`config.mk`:
```
export PLATFORM = sky130hd
export DESIGN_NAME = aes_word_stream_if
export DESIGN_NICKNAME = d
export VERILOG_FILES = /design/src/rtl/aes_word_stream_if.sv
export SDC_FILE = /design/constraint.sdc
export NUM_CORES = 1
export LEC_CHECK = 0
export ABC_CLOCK_PERIOD_IN_PS = 4500
export BUFFER_PORTS_ARGS = -buffer_cell sky130_fd_sc_hd__clkbuf_2
export CAP_MARGIN = 20
export CORE_MARGIN = 2
export CORE_UTILIZATION = 40
export DETAILED_ROUTE_END_ITERATION = 16
export GPL_TIMING_DRIVEN = 0
export PLACE_DENSITY_LB_ADDON = 0.15
export SLEW_MARGIN = 0
export SYNTH_ARGS = -nofsm -noshare
export SYNTH_HDL_FRONTEND = slang
export SYNTH_SLANG_ARGS = --single-unit
export TNS_END_PERCENT = 10
```
`constraint.sdc`:
```
create_clock -name clk -period 4.5 [get_ports clk]
set_input_delay 0.225 -clock clk [delete_from_list [all_inputs] [get_ports clk]]
set_output_delay 0.225 -clock clk [all_outputs]
set_load 0.05 [all_outputs]
```
`src/rtl/aes_word_stream_if.sv`:
```
// aes_word_stream_if
//   Adapter in front of a 128-bit AES encryption core. A 32-bit valid/ready
//   word stream first loads the key and then plaintext blocks. Each quantity
//   is sent most-significant word first. For each block the adapter pulses
//   aes_start and waits for aes_done. It captures the ciphertext and streams
//   it out as four 32-bit words, [127:96] first.
//
//   Optional feature, macro AES_CBC_EN:
//     - an IV is loaded after the key into a chain register;
//     - the core sees plaintext ^ chain;
//     - each good ciphertext becomes the next chain value.
//   With the macro undefined there is no IV state and the plaintext goes
//   straight to the core.
//
// Parameters
//   DONE_TIMEOUT  cycles allowed in WAIT before the core is declared hung (>= 16)
//
// Ports
//   clk, reset      clock, synchronous active-high reset
//   s_valid/s_ready/s_data/rekey   input word stream; rekey reloads the key
//   m_valid/m_ready/m_data/m_last  ciphertext word stream
//   aes_start/aes_key/aes_plaintext   drive the core
//   aes_done/aes_ciphertext           core result
//   busy            high while a block is in START/WAIT/OUT
//   timeout_err     sticky hung-core flag, cleared only by reset
module aes_word_stream_if #(
  parameter int unsigned DONE_TIMEOUT = 64
) (
  input  logic         clk,
  input  logic         reset,
  input  logic         s_valid,
  output logic         s_ready,
  input  logic [31:0]  s_data,
  input  logic         rekey,
  output logic         m_valid,
  input  logic         m_ready,
  output logic [31:0]  m_data,
  output logic         m_last,
  output logic         aes_start,
  output logic [127:0] aes_key,
  output logic [127:0] aes_plaintext,
  input  logic         aes_done,
  input  logic [127:0] aes_ciphertext,
  output logic         busy,
  output logic         timeout_err
);

  localparam int unsigned TW = (DONE_TIMEOUT > 1) ? $clog2(DONE_TIMEOUT) : 1;
  localparam logic [TW-1:0] TIMER_LAST = TW'(DONE_TIMEOUT - 1);

  typedef enum logic [2:0] {
    ST_KEY   = 3'd0,
    ST_PT    = 3'd1,
    ST_START = 3'd2,
    ST_WAIT  = 3'd3,
`ifdef AES_CBC_EN
    ST_IV    = 3'd5,
`endif
    ST_OUT   = 3'd4
  } state_t;

  state_t         state_q, state_d;
  logic [1:0]     cnt_q, cnt_d;
  logic [1:0]     idx_q, idx_d;
  logic [TW-1:0]  timer_q, timer_d;
  logic [127:0]   pt_q, pt_d;
  logic [127:0]   ct_q, ct_d;
  logic [127:0]   key_d, ptx_d;
  logic           m_valid_d, m_last_d, start_d, busy_d, terr_d;
  logic [31:0]    m_data_d;
  logic           in_hs;
`ifdef AES_CBC_EN
  logic [127:0]   chain_q, chain_d;
`endif

  // Insert word k of a 128-bit quantity (word 0 is [127:96]).
  function automatic logic [127:0] put_word(input logic [127:0] q,
                                            input logic [1:0] k,
                                            input logic [31:0] w);
    logic [127:0] r;
    r = q;
    case (k)
      2'd0:    r[127:96] = w;
      2'd1:    r[95:64]  = w;
      2'd2:    r[63:32]  = w;
      default: r[31:0]   = w;
    endcase
    return r;
  endfunction

  // Extract word k of a 128-bit quantity (word 0 is [127:96]).
  function automatic logic [31:0] get_word(input logic [127:0] q,
                                           input logic [1:0] k);
    case (k)
      2'd0:    return q[127:96];
      2'd1:    return q[95:64];
      2'd2:    return q[63:32];
      default: return q[31:0];
    endcase
  endfunction

  // Input acceptance. A rekey request at a block boundary blocks the word.
  always_comb begin
    s_ready = 1'b0;
    if (!reset) begin
      case (state_q)
        ST_KEY:  s_ready = 1'b1;
`ifdef AES_CBC_EN
        ST_IV:   s_ready = 1'b1;
`endif
        ST_PT:   s_ready = !((cnt_q == 2'd0) && rekey);
        default: s_ready = 1'b0;
      endcase
    end
  end

  assign in_hs = s_valid && s_ready;

  // Next-state and next-output logic.
  always_comb begin
    state_d   = state_q;
    cnt_d     = cnt_q;
    idx_d     = idx_q;
    timer_d   = timer_q;
    pt_d      = pt_q;
    ct_d      = ct_q;
    key_d     = aes_key;
    ptx_d     = aes_plaintext;
    m_valid_d = m_valid;
    m_data_d  = m_data;
    m_last_d  = m_last;
    terr_d    = timeout_err;
`ifdef AES_CBC_EN
    chain_d   = chain_q;
`endif

    case (state_q)
      ST_KEY: begin
        if (in_hs) begin
          key_d = put_word(aes_key, cnt_q, s_data);
          cnt_d = cnt_q + 2'd1;
          if (cnt_q == 2'd3) begin
`ifdef AES_CBC_EN
            state_d = ST_IV;
`else
            state_d = ST_PT;
`endif
          end
        end
      end
`ifdef AES_CBC_EN
      ST_IV: begin
        if (in_hs) begin
          chain_d = put_word(chain_q, cnt_q, s_data);
          cnt_d   = cnt_q + 2'd1;
          if (cnt_q == 2'd3) state_d = ST_PT;
        end
      end
`endif
      ST_PT: begin
        if ((cnt_q == 2'd0) && rekey) begin
          state_d = ST_KEY;
        end else if (in_hs) begin
          pt_d  = put_word(pt_q, cnt_q, s_data);
          cnt_d = cnt_q + 2'd1;
          if (cnt_q == 2'd3) begin
`ifdef AES_CBC_EN
            ptx_d = pt_d ^ chain_q;
`else
            ptx_d = pt_d;
`endif
            state_d = ST_START;
          end
        end
      end
      ST_START: begin
        timer_d = '0;
        state_d = ST_WAIT;
      end
      ST_WAIT: begin
        if (aes_done) begin
          ct_d      = aes_ciphertext;
          idx_d     = 2'd0;
          m_valid_d = 1'b1;
          m_data_d  = get_word(aes_ciphertext, 2'd0);
          m_last_d  = 1'b0;
          state_d   = ST_OUT;
`ifdef AES_CBC_EN
          chain_d   = aes_ciphertext;
`endif
        end else if (timer_q == TIMER_LAST) begin
          // Hung core: drop the block and wait for the next one.
          terr_d  = 1'b1;
          cnt_d   = 2'd0;
          state_d = ST_PT;
        end else begin
          timer_d = timer_q + TW'(1);
        end
      end
      ST_OUT: begin
        if (m_valid && m_ready) begin
          if (idx_q == 2'd3) begin
            m_valid_d = 1'b0;
            m_last_d  = 1'b0;
            cnt_d     = 2'd0;
            state_d   = ST_PT;
          end else begin
            idx_d    = idx_q + 2'd1;
            m_data_d = get_word(ct_q, idx_q + 2'd1);
            m_last_d = (idx_q == 2'd2);
          end
        end
      end
      default: begin
        state_d = ST_KEY;
        cnt_d   = 2'd0;
      end
    endcase

    start_d = (state_d == ST_START);
    busy_d  = (state_d == ST_START) || (state_d == ST_WAIT) || (state_d == ST_OUT);
  end

  // State and output registers.
  always_ff @(posedge clk) begin
    if (reset) begin
      state_q       <= ST_KEY;
      cnt_q         <= '0;
      idx_q         <= '0;
      timer_q       <= '0;
      pt_q          <= '0;
      ct_q          <= '0;
      aes_key       <= '0;
      aes_plaintext <= '0;
      aes_start     <= 1'b0;
      m_valid       <= 1'b0;
      m_data        <= '0;
      m_last        <= 1'b0;
      busy          <= 1'b0;
      timeout_err   <= 1'b0;
`ifdef AES_CBC_EN
      chain_q       <= '0;
`endif
    end else begin
      state_q       <= state_d;
      cnt_q         <= cnt_d;
      idx_q         <= idx_d;
      timer_q       <= timer_d;
      pt_q          <= pt_d;
      ct_q          <= ct_d;
      aes_key       <= key_d;
      aes_plaintext <= ptx_d;
      aes_start     <= start_d;
      m_valid       <= m_valid_d;
      m_data        <= m_data_d;
      m_last        <= m_last_d;
      busy          <= busy_d;
      timeout_err   <= terr_d;
`ifdef AES_CBC_EN
      chain_q       <= chain_d;
`endif
    end
  end

endmodule

```
# Yosys cells after proc, flatten, opt, wreduce, memory -nomap -nowiden
# Cells that the tools add are included.
# word_totals
in_bits	166
wordCells	115
register_bits	562
output_inout_bits	294
# op_classes
n_reduce_logical	25
muxes	43
n_addsub	3
n_eq_ne	23
bitwise_logic	4
# ops
cell	n
$mux 32	7
$pmux 32 s3	1
$pmux 32 s2	1
$mux 3	9
$reduce_and 3->1	8
$mux 2	9
$ne 2x2->1 const B	8
$pmux 3 s5	1
$eq 3x2->1 const B	4
$mux 6	2
$pmux 6 s2	1
$reduce_and 4->1	3
$eq 2x2->1 const B	5
$pmux 2 s5	1
$mux 1	7
$add 6x1->6 const B	1
$eq 3x3->1 const B	2
$eq 6x6->1 const B	1
$pmux 1 s2	3
$reduce_and 6->1	1
$add 2x1->2 const B	2
$eq 2x1->1 const B	2
$logic_not 2->1	2
$not 1->1	4
9 further kinds	13

# Depth between registers and ports, before layout
# logic_depth
ltp_word	12
mapped_depth	9
depth_no_buf	7

# Least setup slack after synthesis
# Ideal clock, no wire load.
# synth_timing
path_type	register -> output
startpoint	reg cnt_q[0]
endpoint	out s_ready
path_slack_ns	2.583
path_buffers	1
path_stages_with_launch	6
arrival_ns	1.692
required_time_ns	4.275
cell_sequence	dfxtp_1 -> inv_1 -> ha_1 -> buf_2 -> and3_1 -> nor2b_1
# synth_between
elab_chain_len	5
# synth_lines
item	line_no	source
start: declaration	63	logic [1:0] cnt_q, cnt_d;
start signal: assignment	246	cnt_q <= cnt_d;
$logic_not 2->1	111	ST_PT: s_ready = !((cnt_q == 2'd0) && rekey);
$logic_and 1x1->1	111	
$logic_not 1->1	111	
$pmux 1 s2	106	case (state_q)
$mux 1	105	if (!reset) begin
end: declaration	32	output logic s_ready,
# Every way passes these cells.

# Worst setup path in the final report
# layout_timing
startpoint	reg cnt_q[0]
endpoint	reg aes_plaintext[126]
# layout_between
elab_chain_len	7
word_cells_on_any_way	10
classes_between	eq/ne: 1; mux: 3; bitwise: 1; reduce/logical: 5
# layout_lines
item	line_no	source
$logic_not 2->1	82, 111, 161	
$logic_and 1x1->1	111, 161	
$logic_not 1->1	111	
$pmux 1 s2	106	
$mux 1	105	
$logic_and 1x1->1	117	assign in_hs = s_valid && s_ready;
$reduce_and 4->1 (no source line)	--	
end signal: assignment	252	aes_plaintext <= ptx_d;
end: declaration	41	output logic [127:0] aes_plaintext,
# Parallel ways exist; a longest one is shown, timed or not.
# A chain may end at the register's enable or synchronous reset.

==> results.toml <==
[outcome]
status = "completed"

[sta]
finalSetupTns_ps = 0
period_minus_slack_ps = 2690
max_clock_freq_mhz = 372
hold_slack_ps = 42.0
hold_viol_final = 0
worstMarginPinSlew_ps = 1010
setup_viol = 0
timing.slew.headroom_pct = 32.8
slew_violations = 0
finalCritPeriodShare_pct = 59.7
skew_ps = 31.6
rsz0062_at_grt = "no"

[critical_path]
worstPathMaxFanout = 10
r2r-start = "cnt_q[0]$_SDFFE_PP0P_"
path_buf_inv = 4
crit_arrival_ps = 3190
ff2ff_setup_slack_ps = 1810
required_ps = 5010
critPathMaxStageDelay_ps = 510
worstReg2RegEnd = "aes_plaintext[126]$_SDFFE_PP0P_"
path_cells = "inv_1 > ha_1 > a21boi_1 > nand3_1 > inv_2 > buf_4 > buf_2 > nor2_1 > a211oi_1"
r2r_cells = 9
end_kind = "flop"
cp_slowest_cell = "a21boi_1"
critical_path_class = "reg -> reg"
crit_family = "buffers and inverters"
critPathLaunchType = "flop"

[synth]
synth_ff_type = "dfxtp_1"
ys_ff_latch = 530
synth-simple-area-share_pct = 19.3
synthAdderAreaFrac_pct = 0.662
yosysSeqAreaShare_pct = 51.0
ys_warn_count = 0
ys_types = 39
synthMuxAreaShare_pct = 4.62
synth-compound-area-share_pct = 18.6
synth_xor_area_share_pct = 0
synth_area_leaders = "dfxtp_1 51%, nand2_1 15%, a21oi_1 11%"
synth_top_family_by_area = "simple AND/OR/NAND/NOR gates"
synth_top_area_share_pct = 51.0
syn_nets = 2769
netlist_area_um2 = 20800
async_flop_share_pct = 0
synth_area_per_cell_um2 = 8.02
synth_edf_count = 0
synthCells = 2592
yosysTopAreaCell = "dfxtp_1"

[routing]
ant_nets = 0
dr_wl_met3_mm = 5.96
drcViolationCount = 0
drt_iter0_drc = 1381
wl_met1_mm = 34.2
vias = 20900
wl_met2_mm = 36.3
via_per_inst = 5.23
drt_pass1_iterations = 6
routed_wl_mm = 79.6
maxUsedRoutingLayer = "met5"
wl_per_cell_um = 19.9

[cts]
cts_made_buffers = 55
h-tree-depth = 2
clockBufferDepth = 3
cts.sinks = 530
clkSlewWorstSetupHoldPaths_ps = 60
cts_tree = "yes"
cts_resized = 0
cts.root.buffer_cell = "clkbuf_16"
insertion_delay_ps = 630

[global_routing]
overflow = 0
grt_pass1_vias = 20000
grt_max_degree = 15
grt_first_pass_wirelength_mm = 118
track_usage_pct = 28.7
antenna_found_initial = 5

[pwr]
ir_worst_vdd_v = 0.000259
p_leak_nw = 10.5
p_per_area_nw_per_um2 = 363

[worst_hold_path]
min_to = "aes_plaintext[38]$_SDFFE_PP0P_"
hold_start = "s_data[6]"
holdCritPathClass = "in -> reg"
hold-path-cell-count = 3

[flow_run]
cap_violations = 0

[placement]
hpwlAfterDp_mm = 59.1
io_buffers = 459
gp_congestion = 0.885

[die]
fp.dieW_um = 232
core_um2 = 51400
die_h_um = 232
start_util_pct = 40.5
rows = 83
io_pins = 460
fp.dieArea_um2 = 53800

[finish]
final_core_util_pct = 53.2
area_growth_pct = 31.4
drive_gt1_share_pct = 18.9
fillers = 4867
fin_nets = 3447
==> placed cells by master (no fill, tap or decap), types with 4 or more instances in the layout <==
master,Yosys,routed
nand2_1,812,812
dfxtp_1,530,530
a21oi_1,460,460
clkbuf_2,0,459
clkbuf_1,188,208
dlygate4sd3_1,0,162
nor2_1,136,136
a211oi_1,97,97
mux2i_1,96,96
clkbuf_16,0,56
buf_2,44,44
inv_1,39,39
nor3_1,37,37
a22oi_1,32,32
a221oi_2,28,28
nand3_1,14,14
ha_1,11,11
and3_1,9,9
clkinv_2,0,9
buf_4,8,8
clkbuf_8,0,7
o21ai_0,6,6
or3_1,6,6
buf_6,4,4
a31oi_1,4,4
a221oi_1,4,4
==> layer usage <==
metal | GRT usage, % | vias to the layer above
met4 | 10.8 | 6
met3 | 5.54 | 170
met2 | 46.3 | 842
met5 | 0 | -
met1 | 38.0 | 9851
li1 | - | 10000
==> worst register-to-register path: cells and delay by family, from the launching register on <==
family / cells / cell delay (ps)
buffers and inverters: 4 / 910
AO/OA/AOI/OAI: 2 / 720
flip-flops: 1 / 410
AND/OR/NAND/NOR: 2 / 330
adder cells (fa/ha/maj): 1 / 220
==> Yosys cell counts (all sizes together) (14+ instances only) <==
cell      n
nand2   812
dfxtp   530
a21oi   460
clkbuf  188
nor2    136
a211oi   97
mux2i    96
buf      59
inv      40
nor3     37
a221oi   32
a22oi    32
nand3    14
==> how the worst max path moves through the flow <==
stage,endpoint,start,depth (start not counted),slack (ps)
final,aes_plaintext[126]$_SDFFE_PP0P_,cnt_q[0]$_SDFFE_PP0P_,9,1810
after global routing,aes_plaintext[126]$_SDFFE_PP0P_,cnt_q[0]$_SDFFE_PP0P_,9,1600
after CTS,aes_plaintext[126]$_SDFFE_PP0P_,cnt_q[0]$_SDFFE_PP0P_,9,1860
after detailed placement,aes_plaintext[126]$_SDFFE_PP0P_,cnt_q[0]$_SDFFE_PP0P_,9,1870
after global placement,aes_plaintext[126]$_SDFFE_PP0P_,cnt_q[0]$_SDFFE_PP0P_,9,1980
after floorplan,s_ready,cnt_q[0]$_SDFFE_PP0P_,5,2580
==> state kept, by name, summed over array words and instances (netlist names) <==
| signal | cells |
|---|---|
| pt_q | 96 |
| busy | 1 |
| timer_q | 6 |
| m_valid | 1 |
| m_data | 32 |
| state_q | 3 |
| m_last | 1 |
| aes_key | 128 |
| cnt_q | 2 |
| ct_q | 128 |
| aes_plaintext | 128 |
| idx_q | 2 |
| aes_start | 1 |
| timeout_err | 1 |
==> repair_timing <==
item	CTS	global route
setup buffers	0	0
hold buffers	162	0
setup endpoints to repair	0	0
endpoints found under the hold margin	187	0
==> final cells by class <==
cell class              count  area [µm²]  area share (%)
multi-input cells        1775        8990            32.9
clock inverters            18         191           0.700
repair buffers            621        3920            14.3
clock buffers              83        1570            5.75
inverters                  40         150           0.549
diodes                      2        5.00          0.0183
well taps                 680         851            3.11
plain buffers             247        1040            3.81
flip-flops and latches    530       10600            38.8
==> through the flow <==
| stage | power, mW | cell area, µm² | setup WS (ps) | std cells |
|---|---|---|---|---|
| CTS | 9.98 | 27300 | 1860 | 3994 |
| floorplan | 5.12 | 20800 | 2580 | 2592 |
| finish | 9.93 | 27300 | 1810 | 3996 |
| detailed placement | 5.38 | 23900 | 1870 | 3731 |
| global placement | 5.37 | 23900 | 1980 | 3731 |
| global route | 10.2 | 27300 | 1600 | 3996 |
==> report_power, final <==
| part | internal, mW | switching [mW] |
|---|---|---|
| logic | 0.239 | 0.433 |
| clock network | 2.58 | 1.94 |
| registers | 4.71 | 0.0147 |
==> cell families (layout without fill, tap and decap cells) <==
logic type,after synthesis,after routing
AOI/OAI and AO/OA,641,641
adders and majority gates,11,11
buffers and inverters,287,1009
DFF,530,530
muxes,96,96
other,0,2
and+or+nand+nor,1027,1027
Note: power is estimated with default switching activity, not from simulation.
